--- src/rtl/rect_fill_engine.sv ---
// Rectangle fill engine: streams a clipped rectangle to a VGA adapter at one
// pixel per cycle in row-major order, with four colour modes and abort.
module rect_fill_engine #(
    parameter int SCREEN_WIDTH  = 160,
    parameter int SCREEN_HEIGHT = 120,
    parameter int X_W           = 8,
    parameter int Y_W           = 7,
    parameter int COLOUR_W      = 3
) (
    input  logic                CLOCK_50,
    input  logic                reset,
    input  logic                start,
    input  logic                abort,
    input  logic [1:0]          mode,
    input  logic [X_W-1:0]      x0,
    input  logic [Y_W-1:0]      y0,
    input  logic [X_W-1:0]      w,
    input  logic [Y_W-1:0]      h,
    input  logic [COLOUR_W-1:0] colour_in,
    output logic [X_W-1:0]      x,
    output logic [Y_W-1:0]      y,
    output logic [COLOUR_W-1:0] colour,
    output logic                plot,
    output logic                busy,
    output logic                done
);

    localparam logic [X_W:0] X_LAST = (X_W+1)'(SCREEN_WIDTH - 1);
    localparam logic [Y_W:0] Y_LAST = (Y_W+1)'(SCREEN_HEIGHT - 1);

    typedef enum logic [1:0] {IDLE, FILL, DONE} state_t;

    state_t              state_q;
    logic [1:0]          mode_q;
    logic [X_W-1:0]      x0_q, x_end_q, x_q;
    logic [Y_W-1:0]      y0_q, y_end_q, y_q;
    logic [COLOUR_W-1:0] cin_q, idx_q, colour_q;
    logic                plot_q, busy_q, done_q;

    logic [X_W:0]        x_sum_d;
    logic [Y_W:0]        y_sum_d;
    logic [X_W-1:0]      x_end_d, x_nxt_d;
    logic [Y_W-1:0]      y_end_d, y_nxt_d, dy_d;
    logic [COLOUR_W-1:0] idx_nxt_d, colour_nxt_d;
    logic                empty_d, row_end_d, last_d, dx0_d;

    assign x      = x_q;
    assign y      = y_q;
    assign colour = colour_q;
    assign plot   = plot_q;
    assign busy   = busy_q;
    assign done   = done_q;

    // End point is clipped to the screen; sums carry one extra bit so they never wrap.
    always_comb begin
        x_sum_d = {1'b0, x0} + {1'b0, w} - (X_W+1)'(1);
        y_sum_d = {1'b0, y0} + {1'b0, h} - (Y_W+1)'(1);
        x_end_d = (x_sum_d > X_LAST) ? X_LAST[X_W-1:0] : x_sum_d[X_W-1:0];
        y_end_d = (y_sum_d > Y_LAST) ? Y_LAST[Y_W-1:0] : y_sum_d[Y_W-1:0];
        empty_d = (w == '0) || (h == '0) ||
                  ({1'b0, x0} > X_LAST) || ({1'b0, y0} > Y_LAST);
    end

    always_comb begin
        row_end_d = (x_q == x_end_q);
        last_d    = row_end_d && (y_q == y_end_q);
        x_nxt_d   = row_end_d ? x0_q : x_q + X_W'(1);
        y_nxt_d   = row_end_d ? y_q + Y_W'(1) : y_q;
        idx_nxt_d = idx_q + COLOUR_W'(1);
        dy_d      = y_nxt_d - y0_q;
        dx0_d     = x_nxt_d[0] ^ x0_q[0];
        case (mode_q)
            2'd0:    colour_nxt_d = cin_q;
            2'd1:    colour_nxt_d = cin_q + idx_nxt_d;
            2'd2:    colour_nxt_d = cin_q + COLOUR_W'(dy_d);
            default: colour_nxt_d = (dx0_d ^ dy_d[0]) ? ~cin_q : cin_q;
        endcase
    end

    always_ff @(posedge CLOCK_50 or posedge reset) begin
        if (reset) begin
            state_q  <= IDLE;
            mode_q   <= '0;
            x0_q     <= '0;
            y0_q     <= '0;
            x_end_q  <= '0;
            y_end_q  <= '0;
            cin_q    <= '0;
            idx_q    <= '0;
            x_q      <= '0;
            y_q      <= '0;
            colour_q <= '0;
            plot_q   <= 1'b0;
            busy_q   <= 1'b0;
            done_q   <= 1'b0;
        end else begin
            case (state_q)
                IDLE: begin
                    if (start) begin
                        mode_q  <= mode;
                        x0_q    <= x0;
                        y0_q    <= y0;
                        cin_q   <= colour_in;
                        x_end_q <= x_end_d;
                        y_end_q <= y_end_d;
                        idx_q   <= '0;
                        busy_q  <= 1'b1;
                        if (empty_d) begin
                            state_q <= DONE;
                            done_q  <= 1'b1;
                        end else begin
                            state_q  <= FILL;
                            x_q      <= x0;
                            y_q      <= y0;
                            colour_q <= colour_in;
                            plot_q   <= 1'b1;
                        end
                    end
                end
                FILL: begin
                    if (abort || last_d) begin
                        state_q <= DONE;
                        plot_q  <= 1'b0;
                        done_q  <= 1'b1;
                    end else begin
                        x_q      <= x_nxt_d;
                        y_q      <= y_nxt_d;
                        idx_q    <= idx_nxt_d;
                        colour_q <= colour_nxt_d;
                    end
                end
                DONE: begin
                    state_q <= IDLE;
                    busy_q  <= 1'b0;
                    done_q  <= 1'b0;
                end
                default: state_q <= IDLE;
            endcase
        end
    end

endmodule

--- config.mk ---
export PLATFORM = sky130hd
export DESIGN_NAME = rect_fill_engine
export DESIGN_NICKNAME = d
export VERILOG_FILES = /design/src/rtl/rect_fill_engine.sv
export SDC_FILE = /design/constraint.sdc
export NUM_CORES = 1
export LEC_CHECK = 0
export ABC_AREA = 1
export ABC_CLOCK_PERIOD_IN_PS = 4690
export CAP_MARGIN = 15
export CORE_MARGIN = 5
export CORE_UTILIZATION = 48
export DETAILED_ROUTE_END_ITERATION = 12
export PLACE_DENSITY = 0.75
export SLEW_MARGIN = 0
export SYNTH_ARGS = -nofsm -noshare
export SYNTH_HDL_FRONTEND = slang
export SYNTH_SLANG_ARGS = --single-unit
--- constraint.sdc ---
create_clock -name CLOCK_50 -period 4.69 [get_ports CLOCK_50]
set_input_delay 0.469 -clock CLOCK_50 [delete_from_list [all_inputs] [get_ports CLOCK_50]]
set_output_delay 0.469 -clock CLOCK_50 [all_outputs]
set_load 0.01 [all_outputs]
# Word-level counts from Yosys, hierarchy flattened

Cells that the tools add are included.

Word-level logic and storage cells: 96
Flip-flop bits (word level): 57
Output and inout port bits: 21
Input port bits: 39

Mux-type cells: 35
Reduce and logical (&&, ||, !) cells: 19
Bitwise gates (word level): 3
Equal/unequal tests: 11
$add $sub $neg: 10
Order comparisons: 4

Operator list:

| cell                | count |
|---|---|
| $mux 8              | 5 |
| $mux 7              | 5 |
| $mux 3              | 6 |
| $pmux 8 s2          | 1 |
| $pmux 7 s2          | 1 |
| $pmux 3 s2          | 2 |
| $reduce_and 4->1    | 3 |
| $ne 2x2->1 const B  | 5 |
| $add 8x8->9         | 1 |
| $gt 9x8->1 const B  | 1 |
| $pmux 3 s3          | 1 |
| $sub 9x1->9 const B | 1 |
| $add 7x7->8         | 1 |
| $add 8x1->8 const B | 1 |
| $eq 8x8->1          | 1 |
| $gt 8x7->1 const B  | 1 |
| $gt 8x8->1 const B  | 1 |
| $logic_not 8->1     | 1 |
| $sub 8x1->8 const B | 1 |
| $add 7x1->7 const B | 1 |
| $eq 7x7->1          | 1 |
| $gt 7x7->1 const B  | 1 |
| $logic_not 7->1     | 1 |
| $mux 1              | 7 |
| other kinds (18)    | 32 |

# Logic depth before layout (Yosys ltp)

Gate-level depths: netlist of run 1.

Word-level depth: 8
Mapped depth: 21
Gate-level depth less buffers: 20

# Worst setup path before layout of run 1

Ideal clock, no wire load.

Kind: reg-to-reg
Start point: register x_q[6] (netlist: x[6])
End point: register colour_q[2] (netlist: colour[2])
Slack: 1.649 ns
Buffers on the path: 1
Required time: 4.613 ns
Period minus slack after synthesis: 3.041 ns
Setup time: 0.077 ns
Stages on the path, launching flop included: 18
Data arrival time: 2.964 ns
Cell sequence: dfrtp_1 > xnor2_1 > nand2_1 > nor2_2 > nand2_4 > buf_6 > xor2_1 > ha_1 > fa_1 > o21ai_0 > fa_1 > xnor2_1 > inv_1 > nand3_1 > nand3_1 > nand2_1 > nand2_1 > a21oi_1

Cells in the longest elaborated chain, start to end: 8
Elaborated cells between the ends (all ways): 15
Classes of those cells: add/sub: 2; eq/ne: 2; mux: 6; bitwise: 2; reduce/logical: 3

Ends and longest elaborated chain:

| what                                                | RTL line | RTL |
|---|---|---|
| start, declared                                     | 35       | `logic [X_W-1:0] x0_q, x_end_q, x_q;` |
| start signal, assigned                              | 126      | `x_q <= x_nxt_d;` |
| $eq 8x8->1 (*)                                      | 65       | `row_end_d = (x_q == x_end_q);` |
| branches (longest 7 deep; another with $sub 3x3->3) | -        |  |
| end signal, assigned                                | 115      | `colour_q <= colour_in;` |
| end signal, assigned                                | 129      | `colour_q <= colour_nxt_d;` |
| end, declared                                       | 37       | `logic [COLOUR_W-1:0] cin_q, idx_q, colour_q;` |

Every way passes the cells marked *. The select of a mux whose other input is x is not followed.
A chain may end at the register's enable or synchronous reset.

# Worst setup path after layout of run 1

Start point: register x_q[2] (netlist: x[2])
End point: register colour_q[2] (netlist: colour[2])

The elaborated chain is that of the path after synthesis.

==> results of run 1 <==
[critical path, stage by stage (launching register included)]
cell     delay (ps)
dfrtp_1         480
xnor2_1         200
nand2_1          90
nor2_2          190
nand2_4         210
xor2_1          220
ha_1            210
fa_1            470
o21ai_0         110
fa_1            450
xnor2_1         260
inv_1            60
nand3_1          90
nand3_1          80
nand2_1          60
nand2_1          50
a21oi_1         110
[metrics by stage]
| step | std cells | hold WS [ps] | instance area (sq um) | power [mW] |
|---|---|---|---|---|
| 2_1_floorplan | 564 | 447.9 | 4269 | 2.050 |
| 3_3_place_gp | 719 | 461.7 | 4931 | 2.487 |
| 3_5_place_dp | 719 | 468.9 | 4931 | 2.558 |
| 4_1_cts | 734 | 484.4 | 5126 | 3.042 |
| 5_1_grt | 734 | 530.1 | 5126 | 3.303 |
| 6_report | 734 | 485.3 | 5126 | 3.025 |
[registers in the layout (all words and copies together) (netlist names), 2 cells and up]
name	count
y_end_q	7
y0_q	3
mode_q	2
colour	3
x	8
x0_q	8
state_q	2
idx_q	3
x_end_q	8
y	7
cin_q	3
[cell usage in the layout (no fill, tap or decap), drive strengths merged, types with 2 or more instances in the layout]
cell type	Yosys	routed
inv	126	126
nand2	110	110
o21ai	65	65
clkdlybuf4s50	0	59
dfrtp	57	57
ha	36	36
nor2	29	29
a21oi	27	27
nand3	25	25
xnor2	18	18
xor2	13	13
clkbuf	9	12
o22ai	8	8
o211ai	6	6
nand4	5	5
nor3	5	5
fa	4	4
nor4	3	3
a22oi	3	3
or2	2	2
o21bai	2	2
a31oi	2	2
clkinv	0	2
buf	5	2
o31ai	2	2
[path summary, 6_finish.rpt]
check	start	endpoint	slack, ps	depth (start not counted)
worst max register to register	x[2]	colour[2]	1270	16
worst max-delay path	x[2]	colour[2]	1270	16
worst min register to register	x0_q[5]	x0_q[5]	490	2
max in group asynchronous	reset	x0_q[7]	3540	3
min in group asynchronous	reset	plot	650	3
worst min-delay path	x0_q[5]	x0_q[5]	490	2
[layout make-up]
cell class,instances,area [sq um],share of cell area
clock buffer,12,155.1,0.03027
clock inverter,3,40.04,0.007811
inverter,126,475.5,0.09275
multi-input combinational,367,2288,0.4464
sequential,57,1426,0.2783
tap,108,135.1,0.02636
timing repair buffer,61,605.6,0.1181
[per-layer routing]
layer,track usage,vias up,share of wire
met3,0.04593,18,0.055
met5,0,-,0
met1,0.2501,1769,0.43
met4,0.06660,0,0.019
li1,-,1905,-
met2,0.3367,111,0.49
[logic make-up after synthesis]
group,count (synthesis),share of synthesized area
compound gates,116,0.1521
fa+ha+maj,40,0.1243
buf+inv,140,0.1298
xor+xnor,31,0.06360
flops,57,0.3341
simple gates,180,0.1961
[power groups by stage]
stage,Clock (mW),Sequential (mW),Combinational [mW]
global route,0.497,0.994,1.81
finish,0.464,0.966,1.59
CTS,0.476,0.962,1.60
detailed placement,0,0.967,1.59
floorplan,0,0.934,1.12
global placement,0,0.957,1.53
==> results.tsv, run 1 <==
metric	value	unit
slew_headroom	0.4825	
viasPerCell	5.181	
first_iter_violations	218	
area_growth_syn_to_layout	20.08	%
synth_cells	564	
num_vias	3803	
ys_types	39	
hold_violations	0	
fmax	292.3	MHz
ios	60	
hold_class	reg2reg	
finalCritPeriodShare	0.7294	
port_buffers	59	
die_w	104.3	microns
startpoint_type	flop	
fin_util	0.5907	
diodes	0	
synth_flop_cell	dfrtp_1	
wire_per_inst	14.42	microns
dpl.hpwl	8076	microns
internal-power	1.675	mW
clkSinkCount	57	
clk_pin_slew	60	ps
track_usage	0.1995	
p_seq_frac	0.319	
synth_top_area_cell	dfrtp_1	
cts_inserted_buffers	9	
grt_overflow_total	0	
hold_buffers	0	
drt_first_pass_iters	5	
crit_fanout	23	
fp.coreArea	0.008678	sq mm
ys_top_cells_by_area	dfrtp_1 33%, ha_1 11%, inv_1 11%	
ctsLongestPathBuffers	2	
cts-resized-gates	0	
clk-insertion-delay-late	340	ps
syn_avg_cell_area	7.569	sq um
tightestPinTransition	774.4	ps
row_count	34	
synth.cell_area	0.004269	sq mm
setup_tns	0	ps
peakVddDrop	0.1999	mV
synth-seq-cells	57	
cp_data_arrival_time	3680	ps
rsz0062_at_grt	no	
chipHeight	104.3	microns
ys_seq_area_frac	0.3341	
cts_tree	built	
cp.required	4950	ps
switching_share	0.4464	
status	finished clean	
gp_congestion	0.8657	
worstSetupPathType	reg2reg	
synth_edf_count	0	
antenna_found_initial	0	
fin_crit	3421	ps
synthTopCellsByCount	120 x inv_1, 103 x nand2_1, 57 x dfrtp_1	
synthArstFlopShare	1.000	
grt_first_pass_wirelength	17910	microns
dieArea	0.01088	sq mm
cts_setup_buffers	0	
cts_root_buf	clkbuf_8	
clock_skew	7.847	ps
ant_nets	0	
p_per_area	590.1	mW/mm^2
drc	0	
nets	701	
grt_max_degree	58	
drv_cap	0	
endpoint_kind	flop	
grt_pass1_vias	3891	
clockPowerShare	0.153	
drv_slew	0	
setup_ws	1269	ps
h-tree-depth	3	
pre_cts_slack	1293	ps
combPwrFrac	0.527	
synthMostInstantiatedCell	inv_1	
routed_wl	10590	microns
switchingPower	1.350	mW
synth_top_area_share	0.3341	
yosys_warnings	0	
fill_cells	821	
layout-drive-gt1-share	0.07188	
initial_core_util	0.4919	
setup_viol	0	
total_leakage_power	2.524	nW
syn_nets	643	
Note: power is estimated with default switching activity, not from simulation.
==> run 2: changes to the inputs <==
Settings changed: ABC_CLOCK_PERIOD_IN_PS 4690 to 3500.
Clock period 4.69 ns to 3.5 ns, I/O delays scaled along.
==> run 2 against run 1 <==
Clock-buffer cell count is 1 higher. Maximum frequency is 6.6% higher. Sequential share of layout area is 0.33 points lower. Clock power is 55% higher. Critical path type unchanged. Critical endpoint unchanged. Largest power group unchanged.
==> results.tsv, run 2 (synthesis results as in run 1) <==
metric	value	unit	change
layout-drive-gt1-share	0.07631		+0.004427
wire_per_inst	14.35	microns	-0.47%
dieArea	0.01088	sq mm	unchanged
num_vias	3802		-0.026%
hold_buffers	0		unchanged
drt_first_pass_iters	5		unchanged
rsz0062_at_grt	no		
antenna_found_initial	0		unchanged
viasPerCell	5.159		-0.43%
total_leakage_power	2.552	nW	+1.1%
combPwrFrac	0.518		-0.009
port_buffers	59		unchanged
crit_fanout	6		-74%
setup_viol	0		unchanged
startpoint_type	flop		
finalInstanceArea	0.005187	sq mm	+1.2%
grt_first_pass_wirelength	17800	microns	-0.65%
initial_core_util	0.4919		unchanged
worstSetupPathType	reg2reg		
p_seq_frac	0.309		-0.010
clk-insertion-delay-late	340	ps	about the same
cts_tree	built		
slew_headroom	0.5525		+0.06995
clock_skew	7.185	ps	-0.6618 ps
ios	60		unchanged
dpl.hpwl	8201	microns	+1.5%
final_cell_count_no_fill	737		+0.41%
fp.coreArea	0.008678	sq mm	unchanged
drv_slew	0		unchanged
switching_share	0.4357		-0.01066
hold_violations	0		unchanged
placed_cells	722		+0.42%
peakVddDrop	0.2606	mV	+30%
nets	704		+0.43%
clk_pin_slew	70	ps	about the same
final_common_cell	inv_1		
hold_class	in2async		
die_w	104.3	microns	unchanged
cts_inserted_buffers	9		unchanged
first_iter_violations	229		+5.0%
fmax	311.7	MHz	+6.6%
setup_tns	0	ps	unchanged
fin_crit	3208	ps	-213.3 ps
cp.required	3770	ps	-1180 ps
fill_cells	779		-5.1%
ctsLongestPathBuffers	2		unchanged
finalCritPeriodShare	0.9165		+0.1871
clockPowerShare	0.173		+0.020
internal-power	2.345	mW	+40%
grt_pass1_vias	3833		-1.5%
track_usage	0.1985		-0.0009921
h-tree-depth	3		unchanged
diodes	0		unchanged
row_count	34		unchanged
gp_congestion	0.9004		+4.0%
fin_util	0.5978		+0.007065
tightestPinTransition	670.3	ps	-104.1 ps
area_growth_syn_to_layout	21.51	%	
switchingPower	1.811	mW	+34%
final_cell_mix	119 x inv_1, 103 x nand2_1, 59 x clkdlybuf4s50_1, 57 x dfrtp_1, 50 x o21ai_0		
drv_cap	0		unchanged
grt_overflow_total	0		unchanged
dpl_cell_area	0.004954	sq mm	+0.46%
power	4.156	mW	+37%
routed_wl	10580	microns	about the same
cts_root_buf	clkbuf_8		
clkSinkCount	57		unchanged
chipHeight	104.3	microns	unchanged
ant_nets	0		unchanged
cp_data_arrival_time	3480	ps	-200 ps
endpoint_kind	flop		
grt_max_degree	35		-40%
p_per_area	801.2	mW/mm^2	+36%
drc	0		unchanged
r2r_cells	16		unchanged
status	finished clean		
## run 2: metrics by stage
| step | hold slack, ps | setup slack [ps] |
|---|---|---|
| global placement | 468.2 | 344.2 |
| finish | 426.8 | 292.2 |
| detailed placement | 474.3 | 260.1 |
| CTS | 441.0 | 241.4 |
| floorplan | 447.9 | 458.6 |
| global route | 493.4 | 58.36 |
## run 2: power groups by stage
stage	sequential [mW]	clock [mW]	combinational [mW]
finish	1.29	0.719	2.15
floorplan	1.25	0	1.50
CTS	1.28	0.728	2.15
global placement	1.28	0	2.07
detailed placement	1.29	0	2.14
global route	1.33	0.752	2.45
## run 2: layout make-up
cell class / count / area [sq um] / share of cell area
Timing Repair Buffer: 64 / 628.1 / 0.1211
Clock buffer: 13 / 168.9 / 0.03256
Multi-Input combinational cell: 367 / 2293 / 0.4421
Clock inverter: 2 / 60.06 / 0.01158
Sequential cell: 57 / 1426 / 0.2750
Inverter: 126 / 475.5 / 0.09165
Tap cell: 108 / 135.1 / 0.02605
## run 2: worst max-delay path: stages (launching register included)
cell,delay [ps]
dfrtp_1,460
xnor2_1,210
nand2_1,120
nor2_4,160
nand2_4,100
xor2_1,170
ha_1,210
fa_1,480
o21ai_0,130
fa_1,430
xnor2_1,220
inv_1,60
nand3_1,80
nand3_1,80
nand2_1,60
nand2_1,50
a21oi_1,120
## run 2: path summary, 6_finish.rpt
kind / from / endpoint / slack, ps
worst max register to register: x[2] / colour[2] / 290
worst min-delay path: reset / state_q[1] / 430
min in group CLOCK_50: x0_q[3] / x0_q[3] / 490
max in group asynchronous: reset / mode_q[1] / 2400
worst max-delay path: x[2] / colour[2] / 290
worst min register to register: x0_q[3] / x0_q[3] / 490
## run 2: what timing repair did
item,in CTS,in global routing
resized for setup,0,1
buffers inserted,0,0
setup endpoints to repair,0,1
## run 2: metal layers
metal / global-route usage / wire [microns]
met1: 0.2496 / 4671
met2: 0.3362 / 5229
met3: 0.03476 / 521
met4: 0.07863 / 156
met5: 0 / 0
==> run 3: changes to the inputs <==
Settings changed: CORE_MARGIN 5 to 10, CTS_BUF_LIST set to sky130_fd_sc_hd__clkbuf_8 sky130_fd_sc_hd__clkbuf_16, CTS_CLUSTER_SIZE set to 10.
==> run 3 against run 2 <==
Largest cell class unchanged. Critical endpoint unchanged. Non-clock buffer count unchanged. Critical path type unchanged. Largest power group unchanged. First-iteration DRC count up 14%. Register-to-register slack got worse by 70 ps. Sequential cell count stayed put.
==> results.tsv, run 3 (synthesis results as in run 1) <==
metric	value	unit	change
grt_overflow_total	0		unchanged
worstSetupPathType	reg2reg		
fin_crit	3279	ps	+70.88 ps
grt_pass1_vias	3874		+1.1%
drt_first_pass_iters	5		unchanged
p_seq_frac	0.323		+0.014
clock_skew	11.27	ps	+4.081 ps
drv_slew	0		unchanged
hold_violations	0		unchanged
fin_util	0.5894		-0.008362
setup_tns	0	ps	unchanged
clk_pin_slew	70	ps	about the same
setup_viol	0		unchanged
status	finished clean		
crit_fanout	6		unchanged
track_usage	0.1697		-0.02881
drc	0		unchanged
endpoint_kind	flop		
pre_cts_slack	254.0	ps	-6.164 ps
clkSinkCount	57		unchanged
combPwrFrac	0.544		+0.026
final_common_cell	inv_1		
startpoint_type	flop		
drt-met1-wl	4778	microns	+2.3%
met2_length	5017	microns	-4.1%
fmax	305.0	MHz	-2.2%
routed-wl-met3	645	microns	+24%
cts_setup_buffers	0		unchanged
final_cell_mix	120 x inv_1, 103 x nand2_1, 59 x clkdlybuf4s50_1, 57 x dfrtp_1, 50 x o21ai_0		
viasPerCell	5.197		+0.74%
num_vias	3830		+0.74%
cts_inserted_buffers	9		unchanged
ios	60		unchanged
grt_first_pass_wirelength	18170	microns	+2.1%
grt_max_degree	35		unchanged
slew_headroom	0.6081		+0.05566
nets	704		unchanged
layout-drive-gt1-share	0.07631		unchanged
first_iter_violations	261		+14%
h-tree-depth	3		unchanged
placed_cells	722		unchanged
chipHeight	114.3	microns	+9.6%
row_count	34		unchanged
hold_class	in2async		
internal-power	2.157	mW	-8.0%
dpl.hpwl	8487	microns	+3.5%
switching_share	0.4553		+0.01963
ff2ff_setup_slack	220	ps	-70 ps
setup_ws	221.3	ps	-70.88 ps
die_w	114.3	microns	+9.6%
whs	379.9	ps	-46.94 ps
area_growth_syn_to_layout	19.81	%	
dieArea	0.01307	sq mm	+20%
ant_nets	0		unchanged
initial_core_util	0.4919		unchanged
clk-insertion-delay-late	340	ps	about the same
port_buffers	59		unchanged
gp_congestion	0.8704		-3.3%
routed_wl	10710	microns	+1.2%
cp_data_arrival_time	3540	ps	+60 ps
drv_cap	0		unchanged
hold_buffers	0		unchanged
cts_root_buf	clkbuf_8		
fp.coreArea	0.008678	sq mm	unchanged
rsz0062_at_grt	no		
cts-resized-gates	0		unchanged
p_per_area	774.2	mW/mm^2	-3.4%
finalCritPeriodShare	0.9368		+0.02025
tightestPinTransition	586.9	ps	-83.37 ps
cp.required	3760	ps	about the same
peakVddDrop	0.2695	mV	+3.4%
final_cell_count_no_fill	737		unchanged
dr.max_layer_used	met4		
clockPowerShare	0.133		-0.040
cts_tree	built		
total_leakage_power	2.529	nW	-0.91%
antenna_found_initial	0		unchanged
diodes	0		unchanged
switchingPower	1.803	mW	-0.43%
wire_per_inst	14.53	microns	+1.2%
ctsLongestPathBuffers	2		unchanged
==> run 3: worst paths after layout <==
| kind | cells after the start | startpoint | endpoint |
|---|---|---|---|
| setup / recovery | 16 | x[2] | colour[2] |
| hold / removal | 2 | reset | cin_q[1] |
| setup reg to reg | 16 | x[2] | colour[2] |
| hold reg to reg | 2 | x0_q[1] | x0_q[1] |
| max in group asynchronous | 3 | reset | x0_q[3] |
| min in group CLOCK_50 | 2 | x0_q[1] | x0_q[1] |
==> run 3: final cells by class <==
type	count	area, sq um
well taps	108	135.1
multi-input cells	367	2288
fillers	787	3563
flip-flops and latches	57	1426
inverters	126	475.5
clock buffers	10	137.6
clock inverters	5	23.77
repair buffers	64	628.1
==> run 3: critical path, cell delays in order (launching register included) <==
cell and delay [ps]:
dfrtp_1 480, xnor2_1 200, nand2_1 90, nor2_2 210
nand2_4 110, xor2_1 170, ha_1 210, fa_1 480
o21ai_0 130, fa_1 440, xnor2_1 220, inv_1 60
nand3_1 80, nand3_1 80, nand2_1 60, nand2_1 50
a21oi_1 110
==> run 3: stage by stage <==
step	cell area (sq um)	total power, mW
finish	5115	3.960
global route	5115	4.341
detailed placement	4954	3.439
floorplan	4269	2.748
CTS	5115	3.973
global placement	4954	3.367
==> run 3: power by group through the flow <==
stage / Combinational (mW) / Clock (mW) / Sequential, mW
3_5_place_dp: 2.16 / 0 / 1.28
5_1_grt: 2.47 / 0.557 / 1.32
2_1_floorplan: 1.50 / 0 / 1.25
4_1_cts: 2.16 / 0.532 / 1.28
6_report: 2.15 / 0.526 / 1.28
3_3_place_gp: 2.09 / 0 / 1.28
==> run 3: routing by layer <==
metal | global-route usage | vias up
met5 | 0 | -
met2 | 0.2771 | 111
met3 | 0.03564 | 23
met1 | 0.2112 | 1786
met4 | 0.07352 | 0
li1 | - | 1910
